File: src/rtl/booth_r4_mul_seq_pkg.sv
// Shared types for the radix-4 Booth sequential multiplier: FSM states, Booth digit codes,
// the digit-count helper and the triplet decoder.
package booth_r4_mul_seq_pkg;

    typedef enum logic [1:0] {
        StIdle = 2'd0,
        StRun  = 2'd1,
        StDone = 2'd2
    } state_e;

    typedef enum logic [2:0] {
        DigZero = 3'd0,
        DigP1   = 3'd1,
        DigP2   = 3'd2,
        DigM1   = 3'd3,
        DigM2   = 3'd4
    } digit_e;

    // One extra digit covers the two extension bits, so signed and unsigned share a count.
    function automatic int unsigned iter_count(input int unsigned width);
        return width / 2 + 1;
    endfunction

    function automatic digit_e booth_decode(input logic [2:0] triplet);
        digit_e d;
        unique case (triplet)
            3'b000, 3'b111: d = DigZero;
            3'b001, 3'b010: d = DigP1;
            3'b011:         d = DigP2;
            3'b100:         d = DigM2;
            3'b101, 3'b110: d = DigM1;
        endcase
        return d;
    endfunction

endpackage

File: src/rtl/booth_r4_mul_seq_digit.sv
// Combinational radix-4 Booth partial-product generator: selects 0, +-M or +-2M from a
// multiplier triplet. PP_WIDTH is the extended multiplicand width (WIDTH+2).
module booth_r4_mul_seq_digit
    import booth_r4_mul_seq_pkg::*;
#(
    parameter int unsigned PP_WIDTH = 34
) (
    input  logic [2:0]          i_triplet,
    input  logic [PP_WIDTH-1:0] i_mcand,
    output logic [PP_WIDTH-1:0] o_pp
);

    logic [PP_WIDTH-1:0] w_mcand_x2;
    digit_e              w_digit;

    // The two extension bits guarantee 2M still fits in PP_WIDTH bits.
    assign w_mcand_x2 = {i_mcand[PP_WIDTH-2:0], 1'b0};
    assign w_digit    = booth_decode(i_triplet);

    always_comb begin
        o_pp = '0;
        unique case (w_digit)
            DigZero: o_pp = '0;
            DigP1:   o_pp = i_mcand;
            DigP2:   o_pp = w_mcand_x2;
            DigM1:   o_pp = -i_mcand;
            DigM2:   o_pp = -w_mcand_x2;
            default: o_pp = '0;
        endcase
    end

endmodule

File: src/rtl/booth_r4_mul_seq.sv
// Sequential radix-4 Booth multiplier, one digit per clock, signed/unsigned, start/busy/done.
// Optional EARLY_TERM_EN: finish as soon as the remaining multiplier digits are all zero.
module booth_r4_mul_seq
    import booth_r4_mul_seq_pkg::*;
#(
    parameter int unsigned WIDTH = 32
) (
    input  logic             i_clock,
    input  logic             i_resetn,
    input  logic             i_start,
    input  logic             i_signed_mode,
    input  logic [WIDTH-1:0] i_a,
    input  logic [WIDTH-1:0] i_b,
    output logic             o_busy,
    output logic             o_done,
    output logic [WIDTH-1:0] o_hi,
    output logic [WIDTH-1:0] o_lo
);

    localparam int unsigned W2    = WIDTH + 2;
    localparam int unsigned ITER  = iter_count(WIDTH);
    localparam int unsigned CNT_W = $clog2(ITER + 1);
    localparam int unsigned AW    = W2 + 2 * ITER;

    state_e           r_state;
    logic             r_busy;
    logic             r_done;
    logic [WIDTH-1:0] r_hi;
    logic [WIDTH-1:0] r_lo;
    logic [CNT_W-1:0] r_cnt;
    logic [W2-1:0]    r_mcand;
    logic [W2:0]      r_mplr;
    logic [AW-1:0]    r_acc;

    logic [W2-1:0]    w_a_ext;
    logic [W2-1:0]    w_b_ext;
    logic [W2-1:0]    w_pp;
    logic [W2+1:0]    w_sum;
    logic [AW-1:0]    w_acc_step;
    logic [AW-1:0]    w_acc_next;
    logic [W2:0]      w_mplr_shift;
    logic             w_last;
    logic             w_early;

    assign w_a_ext = {{2{i_signed_mode & i_a[WIDTH-1]}}, i_a};
    assign w_b_ext = {{2{i_signed_mode & i_b[WIDTH-1]}}, i_b};

    booth_r4_mul_seq_digit #(
        .PP_WIDTH (W2)
    ) u_digit (
        .i_triplet (r_mplr[2:0]),
        .i_mcand   (r_mcand),
        .o_pp      (w_pp)
    );

    // Sum is two bits wider than the partial product so the >>>2 that follows stays exact.
    assign w_sum        = {{2{r_acc[AW-1]}}, r_acc[AW-1 -: W2]} + {{2{w_pp[W2-1]}}, w_pp};
    assign w_acc_step   = {w_sum, r_acc[AW-W2-1:2]};
    assign w_mplr_shift = {{2{r_mplr[W2]}}, r_mplr[W2:2]};
    assign w_last       = (r_cnt == CNT_W'(1));

`ifdef EARLY_TERM_EN
    logic [AW-1:0] w_acc_et;

    // All-equal pending bits decode to zero digits only; apply the remaining alignment at once.
    assign w_early    = (&r_mplr) | !(|r_mplr);
    assign w_acc_et   = AW'($signed(r_acc) >>> {r_cnt, 1'b0});
    assign w_acc_next = w_early ? w_acc_et : w_acc_step;
`else
    assign w_early    = 1'b0;
    assign w_acc_next = w_acc_step;
`endif

    always_ff @(posedge i_clock or negedge i_resetn) begin
        if (!i_resetn) begin
            r_state <= StIdle;
            r_busy  <= 1'b0;
            r_done  <= 1'b0;
            r_hi    <= '0;
            r_lo    <= '0;
            r_cnt   <= '0;
            r_mcand <= '0;
            r_mplr  <= '0;
            r_acc   <= '0;
        end else begin
            unique case (r_state)
                StIdle, StDone: begin
                    r_done <= 1'b0;
                    if (i_start) begin
                        r_mcand <= w_a_ext;
                        r_mplr  <= {w_b_ext, 1'b0};
                        r_acc   <= '0;
                        r_cnt   <= CNT_W'(ITER);
                        r_busy  <= 1'b1;
                        r_state <= StRun;
                    end else begin
                        r_state <= StIdle;
                    end
                end
                StRun: begin
                    if (w_early || w_last) begin
                        r_acc   <= w_acc_next;
                        r_hi    <= w_acc_next[2*WIDTH-1:WIDTH];
                        r_lo    <= w_acc_next[WIDTH-1:0];
                        r_cnt   <= '0;
                        r_busy  <= 1'b0;
                        r_done  <= 1'b1;
                        r_state <= StDone;
                    end else begin
                        r_acc  <= w_acc_step;
                        r_mplr <= w_mplr_shift;
                        r_cnt  <= r_cnt - CNT_W'(1);
                    end
                end
                default: begin
                    r_busy  <= 1'b0;
                    r_done  <= 1'b0;
                    r_state <= StIdle;
                end
            endcase
        end
    end

    assign o_busy = r_busy;
    assign o_done = r_done;
    assign o_hi   = r_hi;
    assign o_lo   = r_lo;

endmodule

File: config.mk
export PLATFORM = sky130hd
export DESIGN_NAME = booth_r4_mul_seq
export DESIGN_NICKNAME = d
export VERILOG_FILES = /design/src/rtl/booth_r4_mul_seq_pkg.sv /design/src/rtl/booth_r4_mul_seq_digit.sv /design/src/rtl/booth_r4_mul_seq.sv
export SDC_FILE = /design/constraint.sdc
export NUM_CORES = 1
export LEC_CHECK = 0
export ABC_AREA = 1
export BUFFER_PORTS_ARGS = -buffer_cell sky130_fd_sc_hd__buf_2
export CORE_UTILIZATION = 44
export CTS_BUF_LIST = sky130_fd_sc_hd__clkbuf_8
export CTS_CLUSTER_SIZE = 24
export DETAILED_ROUTE_END_ITERATION = 7
export PLACE_DENSITY = 0.66
export REMOVE_ABC_BUFFERS = 1
export SKIP_CTS_REPAIR_TIMING = 1
export SKIP_LAST_GASP = 1
export SYNTH_ARGS = -nofsm -noshare
export SYNTH_HDL_FRONTEND = slang
export SYNTH_SLANG_ARGS = --single-unit
File: constraint.sdc
create_clock -name i_clock -period 2.7 [get_ports i_clock]
set_clock_uncertainty 0.15 [all_clocks]
set_input_delay 0.54 -clock i_clock [delete_from_list [all_inputs] [get_ports i_clock]]
set_output_delay 0.54 -clock i_clock [all_outputs]
set_load 0.1 [all_outputs]
# Word level (Yosys, flattened, before mapping)
# Memory sizes are Yosys's and may differ from the RTL's.
# Index checks and enable logic that the tools add are counted.
# op_classes
n_addsub	4
eq_ne	10
n_mux	17
bitwise	3
n_reduce_logical	9
# ops
operator	count
34-bit case mux with 4 select lines	1
68-bit case mux with 2 select lines	1
35-bit case mux with 2 select lines	1
68-bit two-way mux	1
34-bit negation	2
34-bit by 34-bit adder with 35-bit output	1
35-bit two-way mux	1
34-bit two-way mux	1
5-bit two-way mux	2
5-bit case mux with 2 select lines	1
2-bit AND reduction	4
3-bit by 2-bit == test with 1-bit output (second input constant)	2
2-bit != test (second input constant)	3
3-bit AND reduction	2
5-bit by 1-bit == test with 1-bit output (second input constant)	1
1-bit two-way mux	5
5-bit by 1-bit subtractor with 5-bit output (second input constant)	1
2-bit case mux with 2 select lines	1
3-bit by 1-bit == test with 1-bit output (second input constant)	1
3-bit == test (second input constant)	1
1-bit AND	2
2-bit by 1-bit == test with 1-bit output (second input constant)	1
2-bit == test (second input constant)	1
2-bit zero test	1
5 further kinds	5
# word_totals
regBits	209
rom_bits	24
inputBits	68
output_inout_bits	66
word_cells	54
mem_count	1
# memory_table
name	depth	width	read_ports	rd_clocked_by_memory_dff	write_ports	line	rtl
(name not given)	8	3	1	0	0	booth_r4_mul_seq_pkg.sv:26	unique case (triplet)

# Depth between registers and ports, before layout
# An unclocked memory read counts as a cell.
# logic_depth
ltp_word	5
mapped_depth	25
depth_no_buf	25

# Cells and area by module
# Synthesis repeated with hierarchy kept, for this count alone.
# hier_totals
hier_cells	1686
hier_area_um2	12331.8
# modules_own_cells
module	instances	cells_each	area_each_um2	seq_area_each_um2
booth_r4_mul_seq	1	1272	10263.6	5129.9
booth_r4_mul_seq_digit	1	414	2068.2	0.0

# Worst setup path before layout
# Ideal clock, no wire load.
# synth_path
kind	register -> register
startpoint	reg r_mcand[0]
endpoint	reg r_hi[25], in the netlist o_hi[25]
setup_time_ps	120
t_arrival_ps	2669
t_required_ps	2430
slack_ps	-238
path_stages_with_launch	21
path_buffers	0
synth_period_minus_slack_ps	2938
cell_sequence	dfrtp_1 inv_1 ha_1 nand3_2 nor3_2 xor2_1 inv_1 nand2_1 nand4_1 ha_1 nand2_1 nor2_1 inv_1 nor3_1 nand2_1 nand2_1 nand2_1 nand2_1 nand2_1 nand3_1 nand2_1
# synth_via
elab_chain_len	3
word_cells_on_any_way	4
classes_between	3 x add/sub; 1 x mux
# synth_lines
element	line	rtl
start: declaration	booth_r4_mul_seq.sv:31	logic [W2-1:0] r_mcand;
start signal: assignment	booth_r4_mul_seq.sv:90	r_mcand <= w_a_ext;
34-bit negation (on tied branches)	booth_r4_mul_seq_digit.sv:26, booth_r4_mul_seq_digit.sv:27	
34-bit case mux with 4 select lines (*)	booth_r4_mul_seq_digit.sv:22	unique case (w_digit)
34-bit by 34-bit adder with 35-bit output (*)	booth_r4_mul_seq.sv:57	assign w_sum = {{2{r_acc[AW-1]}}, r_acc[AW-1 -: W2]} + {{2{w_pp[W2-1]}}, w_pp};
end signal: assignment	booth_r4_mul_seq.sv:103	r_hi <= w_acc_next[2*WIDTH-1:WIDTH];
end: declaration	booth_r4_mul_seq.sv:28	logic [WIDTH-1:0] r_hi;
# Mark *: on every way between the ends. The rest lies on a longest branch, timed or not.
# A chain may end at the register's enable or synchronous reset.

# Worst setup path in the final report
# layout_path
startpoint	reg r_mcand[0]
endpoint	reg r_hi[19], in the netlist o_hi[19]
# Same word-level chain as after synthesis.

==> qor.txt <==
final estimated routing congestion in global placement = 0.964
Post-Place Setup Slack = -0.677 ns
routed len/inst = 16.4 um
maximum clock frequency = 300 MHz
type of the tightest min-delay check = in2reg
non-filler cells, final = 2313
number of nets in the finished design = 2062
Post-Synthesis Cells = 1593
via count normalized by instance count = 5.30
DP HPWL = 25500 um
Pins Over Slew Limit = 0
final cell utilization of the core = 0.645
number of antenna violations at the first check in global routing = 0
reg-to-reg slack, setup = -0.64 ns
Avg Inst Size Synth = 7.48 um^2
Port Buf Inserts = 133
cell accounting for the most synthesized area = sky130_fd_sc_hd__dfrtp_1
worst setup path category = reg2reg
initial cell density of the core = 0.453
final count of hold timing violations = 0
status = finished with violations
number of clock buffers inserted by TritonCTS = 37
met1 wire length = 16700 um
Post-DRT Antenna Nets = 0
proportion of netlist area held by the largest area contributor = 0.431
total iterations of the first detailed-routing run = 8
worst slew margin relative to its limit = 0.568
synth unique cells = 46
number of global-route vias before repair = 11.2k
floorplan die width = 167 um
# IOs = 134
Clock Root Buffer = sky130_fd_sc_hd__clkbuf_8
data arrival time of the worst path = 3.61 ns
Tmin final = 3.34 ns
area fraction in compound gates after synthesis = 0.126
top post-synthesis cells by area = sky130_fd_sc_hd__dfrtp_1, sky130_fd_sc_hd__nand2_1, sky130_fd_sc_hd__inv_1, sky130_fd_sc_hd__nand3_1, sky130_fd_sc_hd__ha_1
CTS max path bufs = 3
worst setup margin = -0.635 ns
critical path launch point type = flop
first-pass GRT wire length = 56300 um
global-route congestion overflow total = 0
summed instance area of the synthesized netlist = 11900 um^2
largest driver fanout on the critical path = 4
total global-route track usage = 0.250
area growth from synthesis to layout = 42.3%
simple-gate share of the synthesized area = 0.295
final routed wirelength across all metal layers = 37800 um
pin count of the biggest net entering global routing = 60
unrepaired setup endpoints after global routing = true
synthesized-area fraction occupied by xor and xnor cells = 0.0243
number of antenna repair diodes = 0
detailed route wirelength on metal3 = 2630 um
via count = 12.3k
layout cells sized above 1 = 0.365
post-route DRC violation count = 8
clock tree from TritonCTS = built
core region area = 26300 um^2
final number of setup-violating endpoints = 60
kind of cell with the highest combined delay on the critical path = simple AND/OR/NAND/NOR gates
highest layer used for signal routing = met4
clock transition time at the flip-flop clock pins of the worst setup and hold paths = 0.06 ns
number of H-tree levels = 2
die height = 167 um
most frequent CP cell = sky130_fd_sc_hd__nand2_1
number of synthesized flops with an enable pin = 0
arithmetic-cell share of the synthesized area counting full adders, half adders and majority gates = 0.0426
Slew @ Worst Pin = 0.648 ns
insertion delay to the later sink of the worst-skew pair = 0.56 ns
largest stage delay on the critical path = 0.40 ns
proportion of register bits with asynchronous set or reset after synthesis = 1.00
multiplexer share of the synthesized area = 0
count of standard-cell rows = 59
sequential element share of the synthesized area = 0.431
endpoint required time on the critical path = 2.98 ns
YS warnings = 0
Final period util = 1.24
post-placement cell count = 2210
Total Die Area = 27700 um^2
number of design-rule violations left by the first detailed-router iteration = 1197
count of state elements after synthesis = 205
post-place instance area = 14400 um^2
violations in the final reports = design-rule violations, negative setup slack
crit path cell chain = buf_6 -> nor3_4 -> nand3_4 -> buf_6 -> nor2_4 -> buf_4 -> xor2_2 -> nand2_1 -> o2111ai_4 -> ha_4 -> nand2_4 -> inv_2 -> buf_4 -> nand2_1 -> inv_1 -> nand2_1 -> nand2_4 -> nand2_1 -> nand3b_1 -> nand3_2 -> nand2_1
number of sinks handled by clock tree synthesis = 205
number of buffer and inverter stages on the critical path = 6
Max stage delay cell, worst path = sky130_fd_sc_hd__dfrtp_1
largest family of logic cells by synthesized area = simple AND/OR/NAND/NOR gates
predominant post-synthesis flop cell = sky130_fd_sc_hd__dfrtp_1
total non-filler cell area in the finished layout = 17000 um^2
type of element capturing the critical path = flop
length of routed met2 wiring = 17300 um
max-cap violation count = 0
-- per-layer routing --
metal / GRT usage / up-vias
met5: 0 / -
met4: 0.0688 / 0
met3: 0.0392 / 92
met2: 0.384 / 483
met1: 0.365 / 5733
li1: - / 5946
-- kinds of logic after synthesis --
kind of cell | count (synthesis)
AOI/OAI and AO/OA | 266
xor gates and xnor gates | 33
adders and majority gates | 40
buffers and inverters | 238
DFF | 205
and+or+nand+nor | 811
-- tightest hold or removal path, delay by kind of cell --
family | cells | cell delay [ns]
and+or+nand+nor | 1 | 0.04
buffers and inverters | 1 | 0.08
AOI/OAI and AO/OA | 1 | 0.06
-- state kept, by name, summed over array words and instances (netlist names) --
name / flops
o_lo: 32
r_cnt: 5
r_mcand: 33
o_done: 1
o_busy: 1
r_acc: 65
r_mplr: 35
o_hi: 32
r_state: 1
-- area by class of cell --
type                       instances  area (um^2)
inverter                         179          682
timing repair buffer             381         2720
multi-input combinational       1150         7240
fill                            2215         9330
sequential                       205         5130
clock inverter                    20          159
clock buffer                      43          592
tap                              335          419
-- cell usage after synthesis, types with 12 or more instances --
cell / number
sky130_fd_sc_hd__o21ai_0: 68
sky130_fd_sc_hd__a21oi_1: 38
sky130_fd_sc_hd__inv_1: 164
sky130_fd_sc_hd__inv_2: 12
sky130_fd_sc_hd__dfrtp_1: 205
sky130_fd_sc_hd__nor3_1: 12
sky130_fd_sc_hd__clkbuf_1: 21
sky130_fd_sc_hd__xor2_1: 15
sky130_fd_sc_hd__xnor2_1: 18
sky130_fd_sc_hd__nand3_1: 110
sky130_fd_sc_hd__o22ai_1: 42
sky130_fd_sc_hd__buf_2: 29
sky130_fd_sc_hd__nand2_1: 508
sky130_fd_sc_hd__o21ai_1: 60
sky130_fd_sc_hd__nand3b_1: 15
sky130_fd_sc_hd__nand4_1: 22
sky130_fd_sc_hd__nor2_1: 106
sky130_fd_sc_hd__ha_1: 39
sky130_fd_sc_hd__a31oi_1: 33
-- per-stage QoR --
stage / setup TNS [ns] / hold WS (ns)
after floorplan: -140.00 / 0.0944
after global placement: -26.65 / 0.304
after detailed placement: -28.96 / 0.310
after CTS: -29.98 / -0.166
after global routing: -38.25 / 0.0389
final: -28.42 / 0.0369
-- path summary, 6_finish.rpt --
kind,cells past startpoint,start,to
worst min-delay path,3,i_a[4],r_mcand[4]
min in group asynchronous,2,i_resetn,r_mplr[14]
worst max-delay path,21,r_mcand[0],o_hi[19]
worst max register to register,21,r_mcand[0],o_hi[19]
max in group asynchronous,3,i_resetn,o_lo[23]
worst min register to register,2,o_hi[26],o_hi[26]
-- placed cells by master, fill, tap and decap left out, types with 12 or more instances in the layout --
master                     count
sky130_fd_sc_hd__a31oi_1      33
sky130_fd_sc_hd__nand2_1     438
sky130_fd_sc_hd__nand2_2      62
sky130_fd_sc_hd__nor2_4       23
sky130_fd_sc_hd__dfrtp_1     203
sky130_fd_sc_hd__buf_4       221
sky130_fd_sc_hd__nand3b_1     15
sky130_fd_sc_hd__xor2_1       12
sky130_fd_sc_hd__buf_6        15
sky130_fd_sc_hd__o21ai_0      52
sky130_fd_sc_hd__inv_1       154
sky130_fd_sc_hd__a21oi_2      22
sky130_fd_sc_hd__ha_4         26
sky130_fd_sc_hd__nand4_1      22
sky130_fd_sc_hd__clkbuf_8     44
sky130_fd_sc_hd__o21ai_1      69
sky130_fd_sc_hd__o22ai_1      42
sky130_fd_sc_hd__nor2_1       79
sky130_fd_sc_hd__a21oi_1      12
sky130_fd_sc_hd__nand3_2      19
sky130_fd_sc_hd__inv_2        31
sky130_fd_sc_hd__nand2_4      15
sky130_fd_sc_hd__nand3_1      93
sky130_fd_sc_hd__buf_2       133
sky130_fd_sc_hd__nor2_2       20
Power is left out: the tool's default activity adds up to more than one toggle a clock period on the data nets, which glitch-free logic cannot reach.
